### config.mk
export PLATFORM = sky130hd
export DESIGN_NAME = fetch_queue
export DESIGN_NICKNAME = d
export VERILOG_FILES = /design/src/rtl/fetch_queue.sv
export SDC_FILE = /design/constraint.sdc
export NUM_CORES = 1
export LEC_CHECK = 0
export CORE_MARGIN = 8
export CORE_UTILIZATION = 40
export DETAILED_ROUTE_END_ITERATION = 8
export PLACE_DENSITY = 0.58
export SYNTH_ARGS = -nofsm -noshare
export SYNTH_HDL_FRONTEND = slang
export SYNTH_SLANG_ARGS = --single-unit
export TNS_END_PERCENT = 30
### constraint.sdc
create_clock -name clock -period 3.38 [get_ports clock]
set_input_delay 0.676 -clock clock [delete_from_list [all_inputs] [get_ports clock]]
set_output_delay 0.676 -clock clock [all_outputs]
set_load 0.005 [all_outputs]
### src/rtl/fetch_queue.sv
// rtl/fetch_queue.sv - in-order {pc, instr} buffer between fetch and decode, flushable on redirect
// Optional predecode of control-transfer opcodes: define FETCH_QUEUE_PREDECODE_EN.
module fetch_queue #(
  parameter int              DEPTH     = 4,
  parameter int              XLEN      = 32,
  parameter logic [XLEN-1:0] NOP_INSTR = 32'h00000013
) (
  input  logic                     clock,
  input  logic                     reset_n,
  input  logic                     flush,
  input  logic                     wr_valid,
  input  logic [XLEN-1:0]          wr_pc,
  input  logic [XLEN-1:0]          wr_instr,
  output logic                     wr_ready,
  output logic                     rd_valid,
  output logic [XLEN-1:0]          rd_pc,
  output logic [XLEN-1:0]          rd_instr,
  output logic                     rd_is_ctrl,
  input  logic                     rd_ready,
  output logic [$clog2(DEPTH):0]   count
);

  localparam int PW = $clog2(DEPTH);
  localparam int CW = PW + 1;
  localparam logic [CW-1:0] FULL_CNT = CW'(DEPTH);

  logic [XLEN-1:0] pc_mem    [DEPTH];
  logic [XLEN-1:0] instr_mem [DEPTH];

  logic [PW-1:0] head_q, head_d;
  logic [PW-1:0] tail_q, tail_d;
  logic [CW-1:0] count_q, count_d;

  logic full, empty, push, pop;

  assign full  = (count_q == FULL_CNT);
  assign empty = (count_q == '0);
  assign push  = wr_valid & ~full & ~flush;
  assign pop   = ~empty & rd_ready & ~flush;

  always_comb begin
    head_d  = head_q;
    tail_d  = tail_q;
    count_d = count_q;
    if (flush) begin
      head_d  = '0;
      tail_d  = '0;
      count_d = '0;
    end else begin
      if (push) tail_d = tail_q + PW'(1);
      if (pop)  head_d = head_q + PW'(1);
      case ({push, pop})
        2'b10:   count_d = count_q + CW'(1);
        2'b01:   count_d = count_q - CW'(1);
        default: count_d = count_q;
      endcase
    end
  end

  always_ff @(posedge clock or negedge reset_n) begin
    if (!reset_n) begin
      head_q  <= '0;
      tail_q  <= '0;
      count_q <= '0;
    end else begin
      head_q  <= head_d;
      tail_q  <= tail_d;
      count_q <= count_d;
    end
  end

  // Entry payload needs no reset: it is only visible while count says it is occupied.
  always_ff @(posedge clock) begin
    if (push) begin
      pc_mem[tail_q]    <= wr_pc;
      instr_mem[tail_q] <= wr_instr;
    end
  end

`ifdef FETCH_QUEUE_PREDECODE_EN
  logic ctrl_mem [DEPTH];
  logic wr_is_ctrl;

  // Branch, JAL and JALR opcodes.
  always_comb begin
    wr_is_ctrl = 1'b0;
    case (wr_instr[6:0])
      7'b1100011, 7'b1101111, 7'b1100111: wr_is_ctrl = 1'b1;
      default:                            wr_is_ctrl = 1'b0;
    endcase
  end

  always_ff @(posedge clock) begin
    if (push) ctrl_mem[tail_q] <= wr_is_ctrl;
  end

  assign rd_is_ctrl = empty ? 1'b0 : ctrl_mem[head_q];
`else
  assign rd_is_ctrl = 1'b0;
`endif

  assign wr_ready = ~full;
  assign rd_valid = ~empty;
  assign rd_pc    = empty ? '0 : pc_mem[head_q];
  assign rd_instr = empty ? NOP_INSTR : instr_mem[head_q];
  assign count    = count_q;

endmodule

==> summary.md <==
| Metric | Value |
|---|---|
| Lkg Pwr | 4.14 nW |
| RR Endpoint | count[2] |
| Syn nets | 545 |
| Post-synth ARST share | 0.0266 |
| Rows | 58 |
| Fmax | 0.311 GHz |
| Slew Viols, Final | 0 |
| Layout Nets | 702 |
| Startpoint Class | flop |
| HP Class | in2async |
| Data required, critical path | 2.70 ns |
| Post-place setup slack | 0.465 ns |
| Post-synthesis cell area | 0.0102 sq mm |
| Setup-failing EPs final | 0 |
| Synth top area share | 0.752 |
| Clock skew | 0.00887 ns |
| Finished Cell Area | 0.0130 sq mm |
| Worst Setup Path Type | reg2out |
| Area of the core | 0.0251 sq mm |
| Reg2reg path depth | 8 |
| Clock Latency Late Sink | 0.52 ns |
| Max VDD drop | 0.397 mV |
| Synth top area cells | edfxtp_1 (75%), mux4_2 (14%), and2_1 (3.7%) |
| Avg Cell Area, Syn | 21.7 sq um |
| Largest net degree at the start of global routing | 65 |
| Sequential share of the synthesized area | 0.769 |
| Layout cells sized above 1 | 0.201 |
| Die width | 176 um |
| Overflow after GRT | 0 |
| Final Cycle Share | 0.950 |
| Post-synth EDFFs | 256 |
| Post-DP Area | 0.0121 sq mm |
| Initial Util | 0.407 |
| RSZ-0062 raised after global routing | no |
| Reg2reg start | count[0] |
| Ys flop type | edfxtp_1 |
| Status | complete, no violations |
| Yosys cell types | 36 |
| Arr. time, crit path | 2.54 ns |
| Final hold vios | 0 |
| Final Util | 0.518 |
| Fill cells | 2062 |
| CP delay by family, top | buffers and inverters |
| Initial antenna violation count | 3 |
| Drt pass-1 iters | 4 |
| Vias per cell | 5.07 |
| Max clock buf depth | 3 |
| CP max FO | 17 |
| Dpl hpwl | 12300 um |
| Fin Setup TNS | 0 ns |
| Power Total | 8.62 mW |
| Clk pin slew, worst setup/hold paths | 0.06 ns |
| DRC viols | 0 |
| First-pass GRT wire length | 31800 um |
| Slowest stage cell, crit path | dfrtp_4 |
| Vias in the first global route | 5460 |
| CTS tree | done |
| Clock sinks | 263 |
| Critical Path Start | head_q[0] |
| GP Congestion | 0.742 |
| Crit. End Element | output port |
| Number of H-tree levels | 1 |
| R2r setup slk | 0.74 ns |
| Total Die Area | 0.0309 sq mm |
| Vias after detailed routing | 4960 |
| Tot GR Track Use | 0.133 |
| Die H | 176 um |
| Avg WL per Cell | 21.1 um |
| IO Pins | 139 |
| IO buf count | 137 |
| Final Routed Wirelength | 20600 um |
| Pwr dens | 663 mW/mm^2 |
| FF+latch count, synth | 263 |
| Root Buffer | clkbuf_16 |
| Number of CTS-inserted buffers | 27 |
| Inserted Diodes | 0 |
| Max-cap violations | 0 |
| CP Cell Sequence | buf_12, mux4_2, and2_1, clkdlybuf4s50_1 |
| Area grow syn2layout | 27.3% |
| Final ANT Viol Nets | 0 |
| Max incr delay on CP | 0.59 ns |
| Synthesized instance count | 471 |
| Final worst setup slack | 0.168 ns |
| Iteration-0 DRC Markers | 237 |
| Min Tclk post-route | 3.21 ns |
| Buf/Inv on CP | 2 |
| Top post-synthesis cells by count | edfxtp_1 (256), mux4_2 (64), and2_1 (61), buf_2 (11), clkbuf_1 (8) |
| Synth warn | 0 |
| Post-synth top area cell | edfxtp_1 |
| Top-count cell post-synth | edfxtp_1 |
-- worst register-to-register path: cells and delay by family (launching register included) --
kind	cells	cell delay (ns)
buffers and inverters	1	0.10
DFF	1	0.52
AOI/OAI and AO/OA	2	0.39
adders and majority gates	1	0.44
and+or+nand+nor	4	1.11
-- cell families (layout without fill, tap and decap cells) --
family,Yosys count,count (layout),share of synthesized area
flip-flops,263,263,0.769
AND/OR/NAND/NOR,93,93,0.0551
multiplexers,65,65,0.142
buffers and inverters,30,207,0.0160
AO/OA/AOI/OAI,10,10,0.00710
adder cells (fa/ha/maj),5,5,0.00685
XOR/XNOR,4,4,0.00343
other,1,1,0.000367
-- area by class of cell --
class | count | area [sq um] | area share
flip-flops and latches | 263 | 7870 | 0.605
multi-input cells | 178 | 2220 | 0.170
repair buffers | 153 | 1620 | 0.124
clock buffers | 30 | 687 | 0.0528
well taps | 330 | 413 | 0.0317
clock inverters | 19 | 190 | 0.0146
inverters | 5 | 18.8 | 0.00144
-- worst max path at each step --
stage | end | slack [ns] | depth (start not counted)
3_3_place_gp | count[2] | 0.55 | 6
3_5_place_dp | count[2] | 0.47 | 7
4_1_cts | rd_instr[14] | 0.05 | 4
2_1_floorplan | instr_mem[0][0] | 0.29 | 3
5_1_grt | rd_instr[15] | 0.05 | 4
6_report | rd_instr[14] | 0.17 | 4
-- repair_timing --
action	CTS	global route
hold buffers	0	0
resized for setup	0	1
endpoints found under the setup margin	0	4
buffers inserted	0	1
-- routing by layer --
metal  track usage  vias up  wire (um)
li1              -     2217          -
met1         0.168     2555       8600
met2         0.219      147       9970
met3        0.0429       35       1650
met4        0.0304        6        316
met5             0        -         41
-- state kept, by name, indices dropped and copies added, names as in the netlist --
name	cells
instr_mem	128
count	3
head_q	2
pc_mem	128
tail_q	2
-- through the flow --
step | hold slack (ns) | instances
after CTS | 0.417 | 977
after global routing | 0.428 | 978
after floorplan | 0.380 | 471
after detailed placement | 0.593 | 928
final | 0.426 | 978
after global placement | 0.571 | 928
-- placed cells by master (no fill, tap or decap), types with 2 or more instances in the layout --
| cell | synthesis | final |
|---|---|---|
| a2111oi_0 | 2 | 2 |
| a21oi_1 | 3 | 3 |
| and2_1 | 61 | 61 |
| and3_4 | 0 | 4 |
| buf_12 | 0 | 9 |
| buf_4 | 2 | 5 |
| bufinv_16 | 0 | 4 |
| clkbuf_1 | 8 | 3 |
| clkbuf_16 | 0 | 27 |
| clkdlybuf4s50_1 | 0 | 137 |
| clkinv_1 | 0 | 9 |
| clkinv_2 | 0 | 4 |
| dfrtp_1 | 7 | 5 |
| dfrtp_4 | 0 | 2 |
| edfxtp_1 | 256 | 256 |
| ha_1 | 4 | 4 |
| inv_1 | 3 | 3 |
| inv_2 | 2 | 2 |
| mux4_2 | 64 | 64 |
| nand2_1 | 6 | 6 |
| nand3_1 | 3 | 3 |
| nor2_1 | 6 | 6 |
| nor2b_1 | 2 | 2 |
| nor3_1 | 2 | 2 |
| or2_2 | 3 | 3 |
| xor2_1 | 3 | 3 |
-- power by group --
part           switching [mW]  leakage (nW)  internal (mW)
logic                   0.762          1.30           1.13
clock network            1.15         0.427           1.76
registers              0.0875          2.41           3.73
total                    2.00          4.14           6.62
No activity file was read; power rests on OpenSTA's default activity.
